--- config.mk ---
export PLATFORM = sky130hd
export DESIGN_NAME = count_sweep_ctrl
export DESIGN_NICKNAME = d
export VERILOG_FILES = /design/src/rtl/count_sweep_pkg.sv /design/src/rtl/sweep_checker.sv /design/src/rtl/count_sweep_ctrl.sv
export SDC_FILE = /design/constraint.sdc
export NUM_CORES = 1
export LEC_CHECK = 0
export ABC_CLOCK_PERIOD_IN_PS = 6700
export CAP_MARGIN = 20
export CORE_UTILIZATION = 45
export CTS_BUF_LIST = sky130_fd_sc_hd__clkbuf_8
export CTS_CLUSTER_DIAMETER = 100
export CTS_CLUSTER_SIZE = 28
export DETAILED_ROUTE_END_ITERATION = 10
export GPL_ROUTABILITY_DRIVEN = 1
export PLACE_DENSITY = 0.68
export RECOVER_POWER = 25
export SLEW_MARGIN = 40
export SYNTH_ARGS = -nofsm -noshare
export SYNTH_HDL_FRONTEND = slang
export SYNTH_SLANG_ARGS = --single-unit
--- constraint.sdc ---
create_clock -name clk -period 6.7 [get_ports clk]
set_input_delay 1.34 -clock clk [delete_from_list [all_inputs] [get_ports clk]]
set_output_delay 1.34 -clock clk [all_outputs]
set_load 0.02 [all_outputs]
--- src/rtl/count_sweep_pkg.sv ---
`default_nettype none
// ============================================================================
//  Module      : count_sweep_pkg
//  Description : Shared state encoding and default widths for the step-counter
//                sweep sequencer.
//  Revision    : 1.0  initial release
// ============================================================================
package count_sweep_pkg;

  localparam int C_COUNT_W = 8;
  localparam int C_STEP_W  = 4;
  localparam int C_PASS_W  = 4;

  typedef enum logic [2:0] {
    ST_IDLE     = 3'd0,
    ST_INIT     = 3'd1,
    ST_INIT_CHK = 3'd2,
    ST_UP_ISSUE = 3'd3,
    ST_UP_CHK   = 3'd4,
    ST_DN_ISSUE = 3'd5,
    ST_DN_CHK   = 3'd6,
    ST_DONE     = 3'd7
  } state_t;

  // A sweep is in progress in every state except the two resting states.
  function automatic logic is_busy(input state_t s);
    return !((s == ST_IDLE) || (s == ST_DONE));
  endfunction

endpackage
`default_nettype wire

--- src/rtl/sweep_checker.sv ---
`default_nettype none
// ============================================================================
//  Module      : sweep_checker
//  Description : Tracks the count value the counter should return, compares
//                it with the fed-back count and evaluates the sweep limits.
//  Revision    : 1.0  initial release
// ============================================================================
module sweep_checker
  import count_sweep_pkg::*;
#(
  parameter int P_COUNT_W = C_COUNT_W,
  parameter int P_STEP_W  = C_STEP_W
) (
  input  logic                 clk,
  input  logic                 rst,
  input  logic                 i_clear,
  input  logic                 i_add,
  input  logic                 i_sub,
  input  logic [P_STEP_W-1:0]  i_step,
  input  logic [P_COUNT_W-1:0] i_lower,
  input  logic [P_COUNT_W-1:0] i_upper,
  input  logic [P_COUNT_W-1:0] i_count,
  output logic                 o_mismatch,
  output logic                 o_up_limit,
  output logic                 o_dn_limit
);

  localparam int C_WIDE_W = P_COUNT_W + 1;

  logic [P_COUNT_W-1:0] expected_q;
  logic [P_COUNT_W-1:0] expected_d;
  logic [P_COUNT_W-1:0] step_ext;
  logic [C_WIDE_W-1:0]  count_plus_step;
  logic [C_WIDE_W-1:0]  lower_plus_step;

  assign step_ext = P_COUNT_W'(i_step);

  // Expected value follows the counter contract: cleared with the counter,
  // moved by N (modulo width) whenever a step pulse is issued.
  always_comb begin
    expected_d = expected_q;
    if (i_clear) begin
      expected_d = '0;
    end else if (i_add) begin
      expected_d = expected_q + step_ext;
    end else if (i_sub) begin
      expected_d = expected_q - step_ext;
    end
  end

  // Expected-value register.
  always_ff @(posedge clk or posedge rst) begin
    if (rst) begin
      expected_q <= '0;
    end else begin
      expected_q <= expected_d;
    end
  end

  // Limit tests are widened by one bit so a step past the top never wraps.
  always_comb begin
    count_plus_step = C_WIDE_W'(i_count) + C_WIDE_W'(i_step);
    lower_plus_step = C_WIDE_W'(i_lower) + C_WIDE_W'(i_step);
    o_mismatch      = (i_count != expected_q);
    o_up_limit      = (count_plus_step > C_WIDE_W'(i_upper));
    o_dn_limit      = (C_WIDE_W'(i_count) < lower_plus_step);
  end

endmodule
`default_nettype wire

--- src/rtl/count_sweep_ctrl.sv ---
`default_nettype none
// ============================================================================
//  Module      : count_sweep_ctrl
//  Description : Command sequencer for the step counter. Runs a programmable
//                number of up/down sweeps between two limits, checks every
//                returned count and tallies midpoint indications.
//  Revision    : 1.0  initial release
// ============================================================================
module count_sweep_ctrl
  import count_sweep_pkg::*;
#(
  parameter int P_COUNT_W = C_COUNT_W,
  parameter int P_STEP_W  = C_STEP_W,
  parameter int P_PASS_W  = C_PASS_W
) (
  input  logic                 clk,
  input  logic                 rst,
  input  logic                 i_start,
  input  logic                 i_stop,
  input  logic [P_STEP_W-1:0]  i_step,
  input  logic [P_COUNT_W-1:0] i_lower_limit,
  input  logic [P_COUNT_W-1:0] i_upper_limit,
  input  logic [P_PASS_W-1:0]  i_passes,
  input  logic [P_COUNT_W-1:0] i_count,
  input  logic                 i_at_midpoint,
  output logic                 o_initialize_count,
  output logic                 o_count_up,
  output logic                 o_enable_count,
  output logic [P_STEP_W-1:0]  o_n,
  output logic                 o_busy,
  output logic                 o_done,
  output logic                 o_error,
  output logic [P_PASS_W-1:0]  o_pass_count,
  output logic [P_COUNT_W-1:0] o_midpoint_hits
);

  localparam logic [P_PASS_W-1:0] C_PASS_ONE = P_PASS_W'(1);

  state_t               state_q,  state_d;
  logic [P_STEP_W-1:0]  step_q,   step_d;
  logic [P_COUNT_W-1:0] lower_q,  lower_d;
  logic [P_COUNT_W-1:0] upper_q,  upper_d;
  logic [P_PASS_W-1:0]  passes_q, passes_d;
  logic [P_PASS_W-1:0]  pass_q,   pass_d;
  logic [P_COUNT_W-1:0] hits_q,   hits_d;
  logic                 error_q,  error_d;
  logic                 init_q,   init_d;
  logic                 en_q,     en_d;
  logic                 up_q,     up_d;
  logic                 busy_q,   busy_d;
  logic                 done_q,   done_d;

  logic chk_clear;
  logic chk_add;
  logic chk_sub;
  logic chk_mismatch;
  logic chk_up_limit;
  logic chk_dn_limit;
  logic in_check;

  sweep_checker #(
    .P_COUNT_W (P_COUNT_W),
    .P_STEP_W  (P_STEP_W)
  ) u_checker (
    .clk        (clk),
    .rst        (rst),
    .i_clear    (chk_clear),
    .i_add      (chk_add),
    .i_sub      (chk_sub),
    .i_step     (step_q),
    .i_lower    (lower_q),
    .i_upper    (upper_q),
    .i_count    (i_count),
    .o_mismatch (chk_mismatch),
    .o_up_limit (chk_up_limit),
    .o_dn_limit (chk_dn_limit)
  );

  assign in_check = (state_q == ST_INIT_CHK) || (state_q == ST_UP_CHK) ||
                    (state_q == ST_DN_CHK);

  // Next-state, captured sweep parameters, status and checker commands.
  always_comb begin
    state_d   = state_q;
    step_d    = step_q;
    lower_d   = lower_q;
    upper_d   = upper_q;
    passes_d  = passes_q;
    pass_d    = pass_q;
    hits_d    = hits_q;
    error_d   = error_q;
    chk_clear = 1'b0;
    chk_add   = 1'b0;
    chk_sub   = 1'b0;

    if (i_stop) begin
      // Abort freezes all status; in IDLE this also masks a coincident start.
      state_d = ST_IDLE;
    end else begin
      case (state_q)
        ST_IDLE, ST_DONE: begin
          if (i_start) begin
            if ((i_step == '0) || (i_upper_limit <= i_lower_limit)) begin
              state_d = ST_DONE;
              error_d = 1'b1;
            end else begin
              step_d    = i_step;
              lower_d   = i_lower_limit;
              upper_d   = i_upper_limit;
              passes_d  = (i_passes == '0) ? C_PASS_ONE : i_passes;
              pass_d    = '0;
              hits_d    = '0;
              error_d   = 1'b0;
              chk_clear = 1'b1;
              state_d   = ST_INIT;
            end
          end
        end
        ST_INIT: begin
          state_d = ST_INIT_CHK;
        end
        ST_INIT_CHK: begin
          if (i_count != '0) begin
            error_d = 1'b1;
            state_d = ST_DONE;
          end else begin
            chk_clear = 1'b1;
            state_d   = ST_UP_ISSUE;
          end
        end
        ST_UP_ISSUE: begin
          chk_add = 1'b1;
          state_d = ST_UP_CHK;
        end
        ST_UP_CHK: begin
          if (chk_mismatch) begin
            error_d = 1'b1;
            state_d = ST_DONE;
          end else if (chk_up_limit) begin
            state_d = ST_DN_ISSUE;
          end else begin
            state_d = ST_UP_ISSUE;
          end
        end
        ST_DN_ISSUE: begin
          chk_sub = 1'b1;
          state_d = ST_DN_CHK;
        end
        ST_DN_CHK: begin
          if (chk_mismatch) begin
            error_d = 1'b1;
            state_d = ST_DONE;
          end else if (chk_dn_limit) begin
            pass_d  = pass_q + C_PASS_ONE;
            state_d = ((pass_q + C_PASS_ONE) == passes_q) ? ST_DONE : ST_UP_ISSUE;
          end else begin
            state_d = ST_DN_ISSUE;
          end
        end
        default: begin
          state_d = ST_IDLE;
        end
      endcase

      if (in_check && i_at_midpoint && (hits_q != '1)) begin
        hits_d = hits_q + P_COUNT_W'(1);
      end
    end
  end

  // Output decode from the next state so every output leaves a flop.
  always_comb begin
    init_d = (state_d == ST_INIT);
    en_d   = (state_d == ST_UP_ISSUE) || (state_d == ST_DN_ISSUE);
    up_d   = (state_d == ST_UP_ISSUE) || (state_d == ST_UP_CHK);
    busy_d = is_busy(state_d);
    done_d = (state_d == ST_DONE);
  end

  // State, parameter, status and output registers.
  always_ff @(posedge clk or posedge rst) begin
    if (rst) begin
      state_q  <= ST_IDLE;
      step_q   <= '0;
      lower_q  <= '0;
      upper_q  <= '0;
      passes_q <= '0;
      pass_q   <= '0;
      hits_q   <= '0;
      error_q  <= 1'b0;
      init_q   <= 1'b0;
      en_q     <= 1'b0;
      up_q     <= 1'b0;
      busy_q   <= 1'b0;
      done_q   <= 1'b0;
    end else begin
      state_q  <= state_d;
      step_q   <= step_d;
      lower_q  <= lower_d;
      upper_q  <= upper_d;
      passes_q <= passes_d;
      pass_q   <= pass_d;
      hits_q   <= hits_d;
      error_q  <= error_d;
      init_q   <= init_d;
      en_q     <= en_d;
      up_q     <= up_d;
      busy_q   <= busy_d;
      done_q   <= done_d;
    end
  end

  assign o_initialize_count = init_q;
  assign o_count_up         = up_q;
  assign o_enable_count     = en_q;
  assign o_n                = step_q;
  assign o_busy             = busy_q;
  assign o_done             = done_q;
  assign o_error            = error_q;
  assign o_pass_count       = pass_q;
  assign o_midpoint_hits    = hits_q;

endmodule
`default_nettype wire

==> reports/metrics.cfg, run 1 <==
[outcome]
outcome=complete, but fails checks
violations=max-capacitance violations, max-slew violations

[global_route]
grt_overflow=0
antenna_found_initial=0
first_global_vias=3134
grt_max_degree=54
grt_util_all_layers_pct=21.90
grt_pass1_wl_mm=15.30

[worst_setup_path]
path_max_fanout=4
crit_type=primary input to register
rr_worst_depth=15
worst-r2r-setup-slack_ps=3010
regToRegEndpoint=o_busy
worst_ep_required_time_ps=6910
crit_path_end_kind=register
cp_data_arrival_time_ps=4950
crit_path_start_kind=primary input
r2r-start=o_n[0]

[clock_tree]
cts.htree.levels=2
cts_tree=yes
hold_buffers=0
cts_buffer_depth=2
cts_resized=0
cts_buffers=5
cts.clk_slew.worst_paths_ps=110
root_buffer=clkbuf_8
clock_latency_ps=320
cts_setup_buffers=0
clock_sinks=53

[run]
cap_violations=1

[layout]
final_nets=542
layout.cells.non_filler=566
diodes=0
fin_area_sq_um=4708
fin_util_pct=56.73
layout-drive-gt1-share_pct=9.328
area_delta_synth_final_pct=20.30

[floorplan]
io_pins=59
die_h_um=95.26
start_util_pct=47.16
die_area_sq_um=9074
placementRows=33
die_x_um=95.26
coreArea_sq_um=8299

[min_path]
worstHoldStart=upper_q[7]
hold_path.class=register to register
min_to=upper_q[7]
hold-path-cell-count=1

[place]
placed_area_sq_um=4608
gp_congestion=0.8394
port_buffers=58
hpwlAfterDp_mm=7.040
numPlacedInstances=558

[logic_synthesis]
synth_most_common_cell=dfrtp_1
synth.yosys.seq_area_share_pct=33.89
synth_top_cell_area_share_pct=33.89
ys_seq_elements=53
yosys_warnings=0
async_flop_share_pct=100.0
avgSynthCellArea_sq_um=9.736
synth_nets=484
syn-cell-area_sq_um=3914
synthTopCellsByCount=dfrtp_1, ha_1, inv_1, nor2_1, xnor2_1
synth_ff_type=dfrtp_1
yosysTopAreaCell=dfrtp_1
synth_area_leaders=dfrtp_1, ha_1, mux2_4
synthCells=402
synth_cell_type_count=56
synth_edf_count=0

[route]
drt_iter0_markers=121
wl_per_cell_um=15.87
wl_met2_mm=4.363
drt_wl_total_mm=8.983
ant_nets=0
dr.max_layer_used=met4
met3_length_um=284
route.detailed.drc=0
vias_per_cell=5.525
wl_met1_mm=4.177
vias=3127
drtPass1Iterations=4

[pwr]
power_density_nw_per_um2=384.9
p_leak_nw=2.044
ir_drop_mv=0.2005
p_total_mw=1.812

[timing]
fin_crit_ps=4738
skew_ps=8.554
worst_pin_slew_ps=2358
rsz0062_at_grt=no
maxSlewViolCount=54
finalCritPeriodShare_pct=70.71
hold_viol_final=0
setup_viol=0
max_freq_mhz=211.1
finalSetupTns_ps=0
maxSlewHeadroom_pct=-58.07

## worst max-delay path, stage by stage
cell and delay, ps:
clkdlybuf4s50_1 570, ha_1 220, inv_1 60, fa_1 400
nor2b_1 120, o21ai_0 90, nand2b_1 140, and3_1 180
xor2_1 60, ha_1 210, or4_1 510, a21oi_1 130
o21ai_0 120, a22oi_1 310, a21boi_0 180, o31a_1 320
## stage by stage
stage	setup WS, ps	hold WS, ps
2_1_floorplan	2597	480.7
3_3_place_gp	1847	497.8
3_5_place_dp	1656	499.4
4_1_cts	1989	526.1
5_1_grt	1649	548.7
6_report	1962	523.4
## worst max-delay path by stage
| stage | start | end |
|---|---|---|
| final | i_count[0] | o_busy |
| after global routing | i_count[0] | o_busy |
| after CTS | i_count[0] | o_busy |
| after detailed placement | i_count[0] | o_busy |
| after global placement | i_count[0] | o_busy |
| after floorplan | i_count[0] | o_busy |
## cell usage in the layout, fill, tap and decap left out, drive strengths merged, types with 6 or more instances in the layout
master         synthesis  routed
nor2b                 10      10
nor3                  11      11
o21ai                 18      18
dfrtp                 53      53
nand2                 17      17
ha                    42      42
mux2                  24      24
xnor2                 19      19
clkdlybuf4s50          0      57
a21oi                 16      16
and3                   6       6
o22ai                  7       7
nand3                 15      15
nor2                  30      30
inv                   39      40
xor2                  16      16
nand4                 10      10
## report_power, final
| group | leakage (nW) | switching (mW) | internal, mW |
|---|---|---|---|
| clock network | 0.0452 | 0.121 | 0.0766 |
| registers | 0.673 | 0.130 | 0.429 |
| logic | 1.33 | 0.532 | 0.524 |
## sequential cells by signal, indices dropped and copies added (netlist names)
register / cells
lower_q: 8
o_midpoint_hits: 8
u_checker.expected_q: 8
upper_q: 8
o_n: 4
o_pass_count: 4
passes_q: 4
state_q: 3
o_busy: 1
o_count_up: 1
o_done: 1
o_enable_count: 1
o_error: 1
o_initialize_count: 1
## cell families (layout without fill, tap and decap cells)
family | count (synthesis) | in the layout | share of synthesized area (%)
buffers and inverters | 47 | 106 | 4.955
AND/OR/NAND/NOR | 116 | 116 | 15.35
AO/OA/AOI/OAI | 80 | 80 | 14.07
multiplexers | 26 | 26 | 8.952
flip-flops | 53 | 53 | 33.89
adder cells (fa/ha/maj) | 45 | 45 | 14.96
XOR/XNOR | 35 | 35 | 7.832
## per-layer routing
layer,GRT usage (%),up-vias
li1,-,1557
met1,29.36,1497
met2,36.01,59
met3,3.270,14
met4,7.323,0
met5,0,-
## layout make-up
class	count	area, sq um
Fill cell	757	3591
Multi-Input combinational cell	302	2401
Sequential cell	53	1326
Timing Repair Buffer	59	608.1
Inverter	39	147.6
Tap cell	105	131.4
Clock buffer	5	68.82
Clock inverter	3	25.02
Power figures use the tool's default switching activity.
==> run 2: changes to the inputs <==
- ABC_CLOCK_PERIOD_IN_PS: 6700 -> 4600
- clock period: 6.7 -> 4.6 ns (I/O delays scaled with it)
==> reports/metrics.cfg, run 2 (synthesis results as in run 1) <==
[worst_setup_path]
crit_path_end_kind=register
path_max_fanout=4
r2r-start=o_n[0]
slowest_stage=clkdlybuf4s50_1
cp_top_family=compound AO/OA/AOI/OAI gates
cp_num_buf_inv=2
cp_cell_sequence=clkdlybuf4s50_1 -> ha_1 -> inv_1 -> fa_1 -> nor2b_1 -> o21ai_0 -> nand2b_1 -> and3_1 -> xor2_1 -> ha_1 -> or4_1 -> a21oi_1 -> o21ai_0 -> a22oi_1 -> a21boi_0 -> o31a_1
cp-startpoint=i_count[0]
crit_path_start_kind=primary input
critPathMaxStageDelay_ps=550
cp_data_arrival_time_ps=4440
crit_type=primary input to register
worst_ep_required_time_ps=4800

[min_path]
hold_path.class=register to register
worstHoldStart=upper_q[1]

[place]
port_buffers=58
gp_congestion=0.8627
hpwlAfterDp_mm=6.992

[route]
vias_per_cell=5.504
drt_wl_total_mm=8.905
route.detailed.drc=0
vias=3143
drtPass1Iterations=4
drt_iter0_markers=114
ant_nets=0
wl_per_cell_um=15.60

[layout]
area_delta_synth_final_pct=21.23
diodes=0
layout_commonest_cell=clkdlybuf4s50_1
final_cell_mix=clkdlybuf4s50_1, dfrtp_1, ha_1
layout-drive-gt1-share_pct=10.09
final_nets=547
fill_cells=713

[global_route]
met1_usage_pct=30.69
first_global_vias=3078
gr-usage-met2_pct=34.64
gr-max-usage-layer=met2
grt_util_all_layers_pct=21.94
grt_overflow=0
met3_usage_pct=2.951
grt_pass1_wl_mm=15.30
grt_max_degree=37
antenna_found_initial=0

[outcome]
violations=max-capacitance violations, max-slew violations
outcome=complete, but fails checks

[timing]
rsz0062_at_grt=no
setup_viol=0
hold_viol_final=0
skew_ps=6.999
fin_crit_ps=4239
max_freq_mhz=235.9
worst_pin_slew_ps=1607
finalCritPeriodShare_pct=92.16
maxSlewHeadroom_pct=-7.707
finalSetupTns_ps=0
maxSlewViolCount=37

[clock_tree]
hold_buffers=0
clock_latency_ps=310
clock_sinks=53
cts_tree=yes
cts_buffers=5
cts_setup_buffers=0
root_buffer=clkbuf_8
cts_resized=0
cts.htree.levels=2
cts_buffer_depth=2
cts.clk_slew.worst_paths_ps=100

[floorplan]
die_area_sq_um=9074
die_x_um=95.26
coreArea_sq_um=8299
placementRows=33
io_pins=59
start_util_pct=47.16
die_h_um=95.26

[pwr]
power_density_nw_per_um2=563.7
p_leak_nw=2.076
p_total_mw=2.675
ir_drop_mv=0.2344

[run]
cap_violations=1

[run 2: changes by cell type in the layout (fill, tap and decap cells not counted), sizes merged]
cell    change
buf         +5
bufinv      +1
clkbuf      +1
inv         -2
[run 2: layer usage]
metal / share of wire, % / vias to the layer above / routed length, um
li1: - / 1570 / -
met1: 47 / 1497 / 4223
met2: 47 / 59 / 4225
met3: 3.1 / 17 / 272
met4: 2.1 / 0 / 184
met5: 0 / - / 0
[run 2: cell type report]
type | count | area, sq um | area share (%)
repair buffers | 64 | 625.6 | 13.19
flip-flops and latches | 53 | 1326 | 27.95
well taps | 105 | 131.4 | 2.769
clock buffers | 6 | 82.58 | 1.741
clock inverters | 2 | 37.54 | 0.7911
inverters | 39 | 147.6 | 3.112
multi-input cells | 302 | 2394 | 50.45
[run 2: path summary, 6_finish.rpt]
| path | depth (start not counted) | slack, ps | to |
|---|---|---|---|
| hold reg to reg | 1 | 530 | upper_q[1] |
| min in group asynchronous | 2 | 1430 | o_midpoint_hits[1] |
| setup / recovery | 16 | 360 | o_busy |
| max in group asynchronous | 3 | 2260 | o_error |
| setup reg to reg | 14 | 960 | state_q[1] |
| hold / removal | 1 | 530 | upper_q[1] |
[run 2: where the power goes]
group | switching (mW) | total, mW | internal, mW | leakage [nW]
registers | 0.192 | 0.817 | 0.625 | 0.673
clock network | 0.160 | 0.337 | 0.177 | 0.0574
logic | 0.760 | 1.52 | 0.761 | 1.35
[run 2: stage by stage]
step	util [%]	area [sq um]	setup WS, ps	hold slack, ps	std cells
CTS	57.15	4743	415.6	526.8	571
global route	57.17	4745	105.1	548.9	571
global placement	55.71	4623	261.5	500.3	563
floorplan	-	3914	916.6	480.7	402
detailed placement	55.71	4623	96.24	504.8	563
finish	57.17	4745	360.7	526.7	571
